[config.mk]
export PLATFORM = sky130hd
export DESIGN_NAME = cordic_post_scale
export DESIGN_NICKNAME = d
export VERILOG_FILES = /design/src/rtl/cordic_pkg.sv /design/src/rtl/cordic_pipe_reg.sv /design/src/rtl/cordic_post_scale.sv
export SDC_FILE = /design/constraint.sdc
export NUM_CORES = 1
export LEC_CHECK = 0
export CORE_AREA = 3 3 86 128
export DETAILED_ROUTE_END_ITERATION = 10
export DIE_AREA = 0 0 89 131
export PLACE_DENSITY = 0.7
export SETUP_SLACK_MARGIN = 0.02
export SYNTH_ARGS = -nofsm -noshare
export SYNTH_HDL_FRONTEND = slang
export SYNTH_SLANG_ARGS = --single-unit
[constraint.sdc]
create_clock -name clk -period 4.2 [get_ports clk]
set_clock_uncertainty 0.15 [all_clocks]
set_input_delay 0.84 -clock clk [delete_from_list [all_inputs] [get_ports clk]]
set_output_delay 0.84 -clock clk [all_outputs]
set_load 0.03 [all_outputs]
[src/rtl/cordic_pkg.sv]
// -----------------------------------------------------------------------------
// cordic_pkg
// Shared definitions for the CORDIC vectoring datapath.
//   - Default widths: W (magnitude / X width), FRAC (fractional bits),
//     ZW (angle word width), GUARD (extra internal LSBs).
//   - Shift-add approximation of the CORDIC gain compensation constant:
//       K_approx = 2^-1 + 2^-3 - 2^-6 - 2^-9 - 2^-13 = 0.6072998
//     The terms are listed by k_shift(i), and bit i of K_NEG marks a
//     subtracted term.
//   - fx_s1_12_t: S1.12 two's complement fixed-point word, shared with the
//     micro-rotation stages.
// -----------------------------------------------------------------------------
package cordic_pkg;

    localparam int W_DEF     = 14;
    localparam int FRAC_DEF  = 12;
    localparam int ZW_DEF    = 16;
    localparam int GUARD_DEF = 4;

    // Shift-add terms of K_approx.
    localparam int              K_TERMS = 5;
    localparam logic [K_TERMS-1:0] K_NEG = 5'b11100;  // terms 2..4 are subtracted

    function automatic int k_shift(input int idx);
        case (idx)
            0:       return 1;
            1:       return 3;
            2:       return 6;
            3:       return 9;
            default: return 13;
        endcase
    endfunction

    typedef logic signed [W_DEF-1:0] fx_s1_12_t;

endpackage

[src/rtl/cordic_pipe_reg.sv]
// -----------------------------------------------------------------------------
// cordic_pipe_reg
// Generic one-entry valid/ready register slice with full-throughput
// backpressure: a new beat may be loaded in the same cycle the held beat
// leaves. in_ready depends combinationally on out_ready; out_valid and
// out_data come straight from flops.
// Ports:
//   clk, rst_n            clock, asynchronous active-low reset
//   in_valid / in_ready   upstream handshake
//   in_data  [PW]         upstream payload
//   out_valid / out_ready downstream handshake
//   out_data [PW]         registered payload
// -----------------------------------------------------------------------------
module cordic_pipe_reg #(
    parameter int PW = 8
) (
    input  logic          clk,
    input  logic          rst_n,
    input  logic          in_valid,
    output logic          in_ready,
    input  logic [PW-1:0] in_data,
    output logic          out_valid,
    input  logic          out_ready,
    output logic [PW-1:0] out_data
);

    logic          valid_q, valid_d;
    logic [PW-1:0] data_q,  data_d;

    // The slot is free when empty or when its current beat leaves this cycle.
    assign in_ready = !valid_q || out_ready;

    always_comb begin
        valid_d = valid_q;
        data_d  = data_q;
        if (in_ready) begin
            valid_d = in_valid;
            if (in_valid) begin
                data_d = in_data;
            end
        end
    end

    always_ff @(posedge clk or negedge rst_n) begin
        if (!rst_n) begin
            valid_q <= 1'b0;
            data_q  <= '0;
        end else begin
            valid_q <= valid_d;
            data_q  <= data_d;
        end
    end

    assign out_valid = valid_q;
    assign out_data  = data_q;

endmodule

[src/rtl/cordic_post_scale.sv]
// -----------------------------------------------------------------------------
// cordic_post_scale
// Output stage after the last CORDIC vectoring micro-rotation. Removes the
// CORDIC gain from X by multiplying with K_approx (shift-add) and presents
// magnitude and angle on a 2-stage valid/ready pipeline.
//   S1: pa = (x>>1)+(x>>3), pb = (x>>6)+(x>>9)+(x>>13), sign flag, z.
//   S2: r = pa - pb, drop GUARD LSBs, force 0 + neg_err on negative input.
// Configuration macro: CORDIC_POST_SCALE_RND_EN
//   defined   -> round half up when dropping GUARD bits
//   undefined -> truncate (floor)
// Ports:
//   clk, rst_n           clock, asynchronous active-low reset
//   in_valid / in_ready  upstream handshake
//   x_in  [W]            final X, S1.12 two's complement
//   z_in  [ZW]           accumulated angle, passed through
//   out_valid / out_ready downstream handshake
//   mag   [W]            scaled magnitude, S1.12, never negative
//   z_out [ZW]           z_in aligned with mag
//   neg_err              x_in was negative; mag forced to 0
// -----------------------------------------------------------------------------
module cordic_post_scale
    import cordic_pkg::*;
#(
    parameter int W     = W_DEF,
    parameter int FRAC  = FRAC_DEF,
    parameter int ZW    = ZW_DEF,
    parameter int GUARD = GUARD_DEF
) (
    input  logic          clk,
    input  logic          rst_n,
    input  logic          in_valid,
    output logic          in_ready,
    input  logic [W-1:0]  x_in,
    input  logic [ZW-1:0] z_in,
    output logic          out_valid,
    input  logic          out_ready,
    output logic [W-1:0]  mag,
    output logic [ZW-1:0] z_out,
    output logic          neg_err
);

    // The datapath assumes a single integer bit above the sign (S1.FRAC).
    if (FRAC != W - 2) begin : g_fmt_check
        $error("cordic_post_scale: FRAC must equal W-2");
    end

    localparam int IW  = W + GUARD + 1;       // internal signed width
    localparam int S1W = 2 * IW + 1 + ZW;     // {pa, pb, neg, z}
    localparam int S2W = W + 1 + ZW;          // {mag, neg_err, z}

    // ---------------------------------------------------------------- S1 ---
    logic signed [IW-1:0] x_ext;
    logic signed [IW-1:0] pa_d, pb_d;
    logic signed [IW-1:0] term [K_TERMS];

    // x_in sign-extended by one bit and padded with GUARD zero LSBs so the
    // shifted-out fraction of each term is partly retained.
    assign x_ext = {x_in[W-1], x_in, {GUARD{1'b0}}};

    for (genvar gi = 0; gi < K_TERMS; gi++) begin : g_terms
        assign term[gi] = x_ext >>> k_shift(gi);
    end

    always_comb begin
        pa_d = '0;
        pb_d = '0;
        for (int i = 0; i < K_TERMS; i++) begin
            if (K_NEG[i]) begin
                pb_d = pb_d + term[i];
            end else begin
                pa_d = pa_d + term[i];
            end
        end
    end

    logic           s1_valid, s1_ready;
    logic [S1W-1:0] s1_data;
    logic           s2_in_ready;

    cordic_pipe_reg #(.PW(S1W)) u_s1 (
        .clk       (clk),
        .rst_n     (rst_n),
        .in_valid  (in_valid),
        .in_ready  (s1_ready),
        .in_data   ({pa_d, pb_d, x_in[W-1], z_in}),
        .out_valid (s1_valid),
        .out_ready (s2_in_ready),
        .out_data  (s1_data)
    );

    assign in_ready = s1_ready;

    // ---------------------------------------------------------------- S2 ---
    logic signed [IW-1:0] s1_pa, s1_pb;
    logic                 s1_neg;
    logic [ZW-1:0]        s1_z;
    logic signed [IW-1:0] r_raw, r_adj;
    logic [W-1:0]         mag_d;

    assign {s1_pa, s1_pb, s1_neg, s1_z} = s1_data;
    assign r_raw = s1_pa - s1_pb;

`ifdef CORDIC_POST_SCALE_RND_EN
    assign r_adj = r_raw + (IW'(1) << (GUARD - 1));
`else
    assign r_adj = r_raw;
`endif

    // K < 1, so a non-negative result always fits W bits after the drop.
    assign mag_d = s1_neg ? '0 : r_adj[GUARD +: W];

    // Bits of r_adj outside the magnitude field carry no information here.
    logic unused_r_bits;
    assign unused_r_bits = ^{r_adj[IW-1:GUARD+W], r_adj[GUARD-1:0]};

    logic [S2W-1:0] s2_data;

    cordic_pipe_reg #(.PW(S2W)) u_s2 (
        .clk       (clk),
        .rst_n     (rst_n),
        .in_valid  (s1_valid),
        .in_ready  (s2_in_ready),
        .in_data   ({mag_d, s1_neg, s1_z}),
        .out_valid (out_valid),
        .out_ready (out_ready),
        .out_data  (s2_data)
    );

    assign {mag, neg_err, z_out} = s2_data;

endmodule

==> results_dict.tcl <==
set metrics [dict create \
    num-fill-cells 879 \
    cts_buffer_depth 2 \
    critical_path_peak_fanout 2 \
    synth_cells 489 \
    synthFlopType "dfrtp_1" \
    grt_max_degree 81 \
    synth_compound_area_share_pct 16.1 \
    ff2ff_setup_slack_ns 1.57 \
    synth_fa_ha_area_share_pct 14.7 \
    drive_above_1_share_pct 9.36 \
    max_freq_mhz 259 \
    start_kind "primary input" \
    synth_top_family_by_area "compound AO/OA/AOI/OAI gates" \
    place.gp.congestion 0.838 \
    hold_viol 0 \
    wl_um 10200 \
    final_nets 645 \
    worstSkewPairLatency_ns 0.34 \
    fp-row-count 45 \
    cts_setup_buffers 0 \
    post-route-period-util_pct 92.1 \
    critical_path_class "in2reg" \
    worst_setup_path_end_kind "flop" \
    total_power_mw 3.20 \
    vias 3681 \
    die_area_um2 11700 \
    power_density_nw_per_um2 548 \
    grt_antenna_before_repair 0 \
    die_w_um 89 \
    core-area_um2 10100 \
    root_buffer "clkbuf_16" \
    p_leak_nw 2.71 \
    yosys-mux-area-fraction_pct 4.28 \
    crit_chain "clkdlybuf4s50_1 > fa_1 > ha_1 > fa_1 > a21o_1 > a21o_1 > a21oi_1 > o21ai_1 > a21o_1 > a211o_1 > a31o_1" \
    cts_tree "yes" \
    min_path_type "reg2reg" \
    cts_resized 0 \
    fin_crit_ns 3.87 \
    die_h_um 131 \
    wl_per_cell_um 15.0 \
    crit_top_cell "a21o_1" \
    yosysTopAreaCell "dfrtp_1" \
    setup_tns_ns 0 \
    drv_cap 0 \
    drt_iter0_markers 146 \
    relSlewSlack_pct 35.7 \
    syn2layout_area_growth_pct 23.2 \
    place_hpwl_um 7880 \
    avgSynthCellArea_um2 9.68 \
    synth_top_area_share_pct 42.3 \
    synth_warnings 0 \
    portBuffers 66 \
    rsz0062_at_grt "false" \
    ir_worst_vdd_uv 234 \
    synth_edf_count 0 \
    status "complete, no violations" \
    synthesis.nets 572 \
    path_clk_slew_ns 0.05 \
    start_util_pct 47.0 \
    slowest_delay_ns 0.51 \
    utilization_pct 57.9 \
    seqCellArea_um2 2000 \
    critPathBufInv 1 \
    cts_max_level 3 \
    path_delay_family "compound AO/OA/AOI/OAI gates" \
    cpMaxStageDelayCell "fa_1" \
    worst_pin_slew_ns 0.965 \
    drv_slew 0 \
    num_io_pins 67 \
    gr-total-overflow 0 \
    dr.pass1.iters 4 \
    grt_pass1_vias 3663 \
    synthTopCellsByArea "dfrtp_1 (42%), ha_1 (10%), nand2_1 (8.7%), fa_1 (4.6%), mux2_2 (4.3%)" \
    diodes 0 \
    multi_input_area_um2 2590 \
    cts_sinks 80 \
    syn_area_um2 4740 \
    synth.distinct_cells 53 \
    cp.required_ns 4.27 \
    crit_arrival_ns 3.94 \
    async_flop_share_pct 100 \
    synth-simple-area-share_pct 14.4 \
    yosysSeqAreaShare_pct 42.3 \
    ant_nets 0 \
    final-setup-viol-count 0 \
    avgViaCountPerCell 5.39 \
    cts-hold-fix-buffers 0 \
    drc 0 \
    numCtsBuffers 9 \
    globalRouteTotalUtil_pct 18.8 \
    grt_pass1_wl_um 17000 \
    ys_ff_latch 80 \
    synth_xor_area_share_pct 5.18 \
]
[state kept, by name (all words and copies together), names as in the netlist]
name	cells
u_s1.out_data	47
u_s2.out_valid	1
u_s1.out_valid	1
u_s2.out_data	31
[worst reg2reg max path, cell delays in order (launching register included)]
cell	delay, ns
dfrtp_1	0.32
inv_1	0.06
ha_1	0.34
a21o_1	0.24
a2111oi_4	0.38
a21o_2	0.25
o21a_4	0.14
o21ai_2	0.07
or3_1	0.32
a32o_1	0.25
[worst paths after layout]
check | start | to | depth (start not counted)
max in group asynchronous | rst_n | u_s2.out_valid$_DFFE_PN0P_ | 1
min in group asynchronous | rst_n | u_s2.out_data[11]$_DFFE_PN0P_ | 1
max reg2reg | u_s1.out_data[20]$_DFFE_PN0P_ | u_s2.out_data[29]$_DFFE_PN0P_ | 9
min | u_s1.out_data[10]$_DFFE_PN0P_ | u_s1.out_data[10]$_DFFE_PN0P_ | 2
max | x_in[3] | u_s1.out_data[28]$_DFFE_PN0P_ | 11
min reg2reg | u_s1.out_data[10]$_DFFE_PN0P_ | u_s1.out_data[10]$_DFFE_PN0P_ | 2
[layer usage]
| metal | routed length (µm) | share of wire (%) | up-vias | track usage [%] |
|---|---|---|---|---|
| met5 | 0 | 0 | - | 0 |
| met2 | 5140 | 50 | 83 | 31.8 |
| li1 | - | - | 1836 | - |
| met3 | 422 | 4.1 | 21 | 4.27 |
| met1 | 4340 | 42 | 1741 | 22.5 |
| met4 | 325 | 3.2 | 0 | 8.41 |
[layout by cell type, fill, tap and decap left out, drive strengths merged, types with 2 or more instances in the layout]
| master | netlist | final |
|---|---|---|
| inv | 22 | 22 |
| dfrtp | 80 | 80 |
| nand2b | 7 | 7 |
| fa | 11 | 11 |
| or2 | 3 | 3 |
| ha | 38 | 38 |
| xnor2 | 16 | 16 |
| a21o | 11 | 11 |
| clkdlybuf4s50 | 0 | 65 |
| o2111ai | 2 | 2 |
| a21oi | 22 | 22 |
| clkbuf | 13 | 12 |
| and2 | 2 | 2 |
| nor3 | 6 | 6 |
| mux2 | 18 | 18 |
| nor2 | 10 | 10 |
| a2111oi | 2 | 2 |
| clkinv | 0 | 2 |
| a32o | 2 | 2 |
| nand3 | 7 | 7 |
| buf | 2 | 12 |
| nand2 | 110 | 110 |
| o211ai | 4 | 4 |
| nor2b | 6 | 6 |
| or3 | 4 | 4 |
| xor2 | 12 | 12 |
| o31ai | 2 | 2 |
| a31oi | 2 | 2 |
| o21ai | 50 | 50 |
| o21a | 6 | 6 |
[report_power, final]
group	leakage [nW]	switching, mW	internal [mW]
combinational	1.59	0.779	0.636
sequential	0.983	0.107	0.963
clock	0.134	0.284	0.426
[cell usage after synthesis, types with 2 or more instances]
cell / instances
a21o_1: 10
a21oi_1: 22
a31oi_1: 2
a32o_1: 2
and2_1: 2
clkbuf_1: 13
dfrtp_1: 80
fa_1: 11
ha_1: 38
inv_1: 22
mux2_2: 18
nand2_1: 110
nand2b_1: 7
nand3_1: 7
nor2_1: 10
nor2b_1: 6
nor3_1: 6
o2111ai_1: 2
o211ai_1: 4
o21a_1: 5
o21ai_0: 34
o21ai_1: 15
o31ai_1: 2
or2_2: 3
or3_1: 4
xnor2_1: 16
xor2_1: 12
[layout make-up]
cell class / instances / area share, %
well taps: 117 / 2.51
repair buffers: 77 / 12.7
flip-flops and latches: 80 / 34.3
inverters: 22 / 1.42
clock buffers: 12 / 4.40
clock inverters: 3 / 0.300
multi-input cells: 372 / 44.4
[kinds of logic after synthesis]
kind of cell,count (synthesis)
and+or+nand+nor,159
adders and majority gates,49
AOI/OAI and AO/OA,118
buffers and inverters,37
muxes,18
xor gates and xnor gates,28
DFF,80
[per-stage QoR]
step | cell area, µm² | worst slack [ns] | hold WS [ns] | instances
after floorplan | 4740 | 0.703 | 0.292 | 489
after global placement | 5560 | 0.0586 | 0.303 | 668
after detailed placement | 5560 | -0.00150 | 0.309 | 668
after CTS | 5840 | 0.342 | 0.323 | 683
after global routing | 5840 | 0.247 | 0.338 | 683
final | 5840 | 0.332 | 0.321 | 683
Note: power is estimated with default switching activity, not from simulation.
